<file path="config.mk">
export PLATFORM = sky130hd
export DESIGN_NAME = id_hazard_stage
export DESIGN_NICKNAME = d
export VERILOG_FILES = /design/src/rtl/id_hazard_stage.sv
export SDC_FILE = /design/constraint.sdc
export NUM_CORES = 2
export LEC_CHECK = 0
export CAP_MARGIN = 20
export CORE_MARGIN = 2
export CORE_UTILIZATION = 60
export CTS_CLUSTER_SIZE = 10
export DETAILED_ROUTE_END_ITERATION = 12
export PLACE_DENSITY = 0.83
export SYNTH_ARGS = -nofsm -noshare
export SYNTH_HDL_FRONTEND = slang
export SYNTH_SLANG_ARGS = --single-unit
</file>
<file path="constraint.sdc">
create_clock -name clk -period 5 [get_ports clk]
set_input_delay 1 -clock clk [delete_from_list [all_inputs] [get_ports clk]]
set_output_delay 1 -clock clk [all_outputs]
set_load 0.01 [all_outputs]
</file>
<file path="src/rtl/id_hazard_stage.sv">
// rtl/id_hazard_stage.sv - decode stage with register file, load-use interlock and ID/EX register
// Optional same-cycle writeback forwarding into the operand read: define ID_WB_BYPASS_EN.
module id_hazard_stage #(
  parameter int XLEN   = 32,
  parameter int CTRL_W = 16,
  parameter int NREG   = 32
) (
  input  logic              clk,
  input  logic              reset_n,
  input  logic              flush,
  input  logic              in_valid,
  output logic              in_ready,
  input  logic [31:0]       inst,
  input  logic [XLEN-1:0]   pc_in,
  input  logic [XLEN-1:0]   pcPlus4_in,
  input  logic [CTRL_W-1:0] ctrl_in,
  input  logic [XLEN-1:0]   imm_in,
  input  logic              is_load_in,
  input  logic              wb_en,
  input  logic [4:0]        wb_addr,
  input  logic [XLEN-1:0]   wb_data,
  output logic              out_valid,
  input  logic              out_ready,
  output logic [XLEN-1:0]   pc_out,
  output logic [XLEN-1:0]   pcPlus4_out,
  output logic [XLEN-1:0]   DataA_out,
  output logic [XLEN-1:0]   DataB_out,
  output logic [XLEN-1:0]   imm_out,
  output logic [4:0]        AddrA_out,
  output logic [4:0]        AddrB_out,
  output logic [4:0]        AddrD_out,
  output logic [2:0]        funct3_out,
  output logic [CTRL_W-1:0] ctrl_out,
  output logic              is_load_out,
  output logic              stall_out,
  output logic [15:0]       stall_cnt_out
);

  localparam logic [5:0] NREG_L = 6'(NREG);

  logic [XLEN-1:0] rf [NREG];
  logic [6:0]      opcode;
  logic            rs1_used, rs2_used;
  logic [4:0]      addr_a, addr_b;
  logic [XLEN-1:0] rd_a, rd_b;
  logic            wb_we, advance, hazard;
  logic            unused_inst_bits;

  // funct7 travels inside ctrl_in; the raw bits are not needed here
  assign unused_inst_bits = ^inst[31:25];

  assign opcode = inst[6:0];

  always_comb begin
    rs1_used = 1'b1;
    rs2_used = 1'b1;
    case (opcode)
      7'b0010011, 7'b0000011, 7'b1100111: rs2_used = 1'b0;
      7'b1101111, 7'b0110111, 7'b0010111: begin
        rs1_used = 1'b0;
        rs2_used = 1'b0;
      end
      default: ;
    endcase
  end

  assign addr_a = rs1_used ? inst[19:15] : 5'd0;
  assign addr_b = rs2_used ? inst[24:20] : 5'd0;
  assign wb_we  = wb_en && (wb_addr != 5'd0) && ({1'b0, wb_addr} < NREG_L);

  always_comb begin
    rd_a = '0;
    rd_b = '0;
    if (addr_a != 5'd0 && {1'b0, addr_a} < NREG_L) rd_a = rf[addr_a];
    if (addr_b != 5'd0 && {1'b0, addr_b} < NREG_L) rd_b = rf[addr_b];
`ifdef ID_WB_BYPASS_EN
    if (wb_we && wb_addr == addr_a) rd_a = wb_data;
    if (wb_we && wb_addr == addr_b) rd_b = wb_data;
`endif
  end

  // masked addresses are 0 when unused, so they can never match a nonzero rd
  assign hazard    = in_valid && out_valid && is_load_out && (AddrD_out != 5'd0) &&
                     ((addr_a == AddrD_out) || (addr_b == AddrD_out));
  assign advance   = ~out_valid | out_ready;
  assign in_ready  = flush | (advance & ~hazard);
  assign stall_out = in_valid & ~in_ready & ~flush;

  always_ff @(posedge clk) begin
    if (!reset_n) begin
      for (int i = 0; i < NREG; i++) rf[i] <= '0;
    end else if (wb_we) begin
      rf[wb_addr] <= wb_data;
    end
  end

  always_ff @(posedge clk) begin
    if (!reset_n) begin
      out_valid     <= 1'b0;
      pc_out        <= '0;
      pcPlus4_out   <= '0;
      DataA_out     <= '0;
      DataB_out     <= '0;
      imm_out       <= '0;
      AddrA_out     <= '0;
      AddrB_out     <= '0;
      AddrD_out     <= '0;
      funct3_out    <= '0;
      ctrl_out      <= '0;
      is_load_out   <= 1'b0;
      stall_cnt_out <= '0;
    end else begin
      if (flush) begin
        out_valid <= 1'b0;
      end else if (advance) begin
        out_valid <= in_valid & ~hazard;
        if (in_valid && !hazard) begin
          pc_out      <= pc_in;
          pcPlus4_out <= pcPlus4_in;
          DataA_out   <= rd_a;
          DataB_out   <= rd_b;
          imm_out     <= imm_in;
          AddrA_out   <= addr_a;
          AddrB_out   <= addr_b;
          AddrD_out   <= inst[11:7];
          funct3_out  <= inst[14:12];
          ctrl_out    <= ctrl_in;
          is_load_out <= is_load_in;
        end
      end
      if (stall_out && hazard && stall_cnt_out != 16'hFFFF)
        stall_cnt_out <= stall_cnt_out + 16'd1;
    end
  end

endmodule

</file>
==> run summary <==
Crit path largest cell delay -> 0.66 ns
CP required -> 4.00 ns
Initial antenna violation count -> 19
Hold WS -> 0.486 ns
Clock Sinks -> 1236
Post-layout min period -> 4.79 ns
Path type of the worst setup path -> in2out
Clock root buffer -> clkbuf_16
Hold_buf cts -> 0
Primary FF master, synth -> edfxtp_1
Mapped Cells -> 5634
Total wire length -> 230 mm
Yosys top cell area share -> 48.1%
Worst-path cell chain -> clkdlybuf4s50_1 > and2_1 > o2111ai_1 > nand2_1 > o31ai_1 > a31oi_2 > a21oi_1 > clkdlybuf4s50_1
CTS tree -> done
Buf/Inv on CP -> 2
Number of synthesized flops with an enable pin -> 1024
Post-synth top cells -> edfxtp_1 (1024), and2_1 (995), nor2_1 (577)
Netlist Area Pre-Place -> 0.0639 mm^2
CP arrival -> 3.79 ns
Vias -> 51900
Clk buf depth -> 3
Max H-tree Level -> 4
DRC -> 3
Core area -> 0.105 mm^2
Count leader, synth -> edfxtp_1
Avg Inst Size Synth -> 11.3 um^2
Vias in the first global route -> 50200
Status -> complete, but fails checks
Postcts setup bufs -> 0
Clock Latency Late Sink -> 0.78 ns
Slew headroom -> 20.3%
Slowest CP cell -> clkdlybuf4s50_1
# setup viols final -> 0
VDD IR max -> 0.000308 V
Failing checks -> design-rule violations
Multi-input gate area -> 0.0271 mm^2
Area grow syn2layout -> 16.5%
I/O Buffers -> 394
Fin Setup TNS -> 0 ns
Number of placement rows -> 119
Worst min path class -> reg2reg
Setup Skew -> 0.0377 ns
Pins Over Slew Limit -> 0
Fin nets -> 6034
Worst-Margin Slew -> 1.19 ns
Synth area leader -> edfxtp_1
HPWL Detailed -> 135 mm
Filler instances -> 7112
Antenna Nets Post-Route -> 0
Die area -> 0.109 mm^2
Seq. cell area -> 0.0350 mm^2
Initial DRC count -> 9203
Startpoint types -> input pin
Starting density of the core -> 60.7%
Clk pin slew, worst setup/hold paths -> 0.05 ns
Via density -> 7.07
Fin util -> 70.6%
Sequential-to-total area share from yosys stat -> 54.7%
Largest net degree at the start of global routing -> 143
Max-cap violations -> 0
Io pins -> 402
Routed WL per cell -> 31.3 um
First-pass GRT wire length -> 327 mm
Delay-heaviest family, CP -> compound AO/OA/AOI/OAI gates
RePlAce Congestion -> 0.952
Num CTS Buffers -> 144
Fin crit share -> 95.8%
RSZ-0062 raised after global routing -> false
Yosys warns -> 0
Placed cell areas -> 0.0699 mm^2
Fmax -> 0.209 GHz
Worst-path fanout max -> 5
Finished layout cell area -> 0.0745 mm^2
Pre-antenna DRT Iters -> 10
Pleak -> 0.0272 uW
Yosys reg bits -> 1236
Die W -> 330 um
Final Hold Viols -> 0
FFs w/ async S/R, synth -> 0%
Share of layout cells above drive strength 1 -> 10.7%
Power density over the cells -> 337 mW/mm^2
Total GRT Usage -> 41.2%
Congestion Overflow GR -> 0
Die Y -> 330 um
Endpoint class of the critical path -> output port
Largest cells by area after synthesis -> edfxtp_1 (48%), and2_1 (9.7%), mux2i_1 (8.6%)
Synth unique cells -> 72
Most frequent CP cell -> clkdlybuf4s50_1
==> worst register-to-register path, delay by kind of cell (launching register included) <==
kind	cells	cell delay, ns
compound gates	3	0.53
flops	1	0.41
buf+inv	3	0.91
simple gates	3	0.57
mux	1	0.35
==> area by class of cell <==
cell class / count / area share (%)
flip-flops and latches: 1236 / 47.0
multi-input cells: 3801 / 36.3
repair buffers: 614 / 8.41
clock buffers: 218 / 5.38
well taps: 1391 / 2.34
clock inverters: 16 / 0.257
inverters: 48 / 0.249
diodes: 11 / 0.0370
==> power breakdown <==
group          internal (uW)  switching (uW)
Sequential             11700             371
Combinational           1260            2010
Clock                   5550            4160
==> timing repair <==
item	4_1_cts	5_1_grt
setup endpoints to repair	0	1
hold endpoints to repair	0	0
gates resized for setup	0	1
==> layer usage <==
layer	share of wire, %	vias to the layer above	routed length, um	GRT usage [%]
met4	8.1	20	18700	29.3
met1	33	24700	75200	51.2
met3	16	1051	36300	13.2
li1	-	21200	-	-
met2	43	4883	99600	61.2
met5	0.048	-	111	0
==> worst paths after layout <==
kind	start	end	slack (ns)	cells after the start
setup / recovery	inst[4]	stall_out	0.21	8
hold / removal	DataB_out[26]	DataB_out[26]	0.49	1
setup reg to reg	AddrD_out[4]	imm_out[21]	2.07	10
hold reg to reg	DataB_out[26]	DataB_out[26]	0.49	1
==> placed cells by master (no fill, tap or decap), drive strengths merged, types with 33 or more instances in the layout <==
master / instances
edfxtp: 1024
and2: 995
nor2: 579
mux2i: 550
clkdlybuf4s50: 389
a21oi: 265
buf: 222
clkbuf: 221
dfxtp: 212
o22ai: 161
a221o: 155
nand2: 125
o31ai: 99
o21ai: 99
nor3: 86
mux2: 71
mux4: 66
o221ai: 64
a31oi: 64
inv: 54
nand3: 51
or4: 36
nor2b: 34
a22o: 33
a211oi: 33
==> registers in the layout, summed over array words and instances, names as in the netlist, 5 cells and up <==
name / flops
rf: 1024
DataA_out: 32
DataB_out: 32
imm_out: 32
pcPlus4_out: 32
pc_out: 32
ctrl_out: 16
stall_cnt_out: 16
AddrA_out: 5
AddrB_out: 5
AddrD_out: 5
==> through the flow <==
step           total power, uW  worst slack [ns]  std cells
5_1_grt                  25500            0.0504       7327
2_1_floorplan            13900             0.603       5665
4_1_cts                  24900             0.162       7309
3_3_place_gp             15200             0.174       7074
3_5_place_dp             15300             0.175       7075
6_report                 25100             0.208       7335
==> cells by family after synthesis <==
logic type / after synthesis / share of synthesized area (%)
AND/OR/NAND/NOR: 1955 / 16.3
XOR/XNOR: 1 / 0.0137
other: 1 / 0.00587
AO/OA/AOI/OAI: 1125 / 12.8
multiplexers: 687 / 12.2
adder cells (fa/ha/maj): 1 / 0.0196
buffers and inverters: 628 / 4.00
flip-flops: 1236 / 54.7
Power figures use the tool's default switching activity.
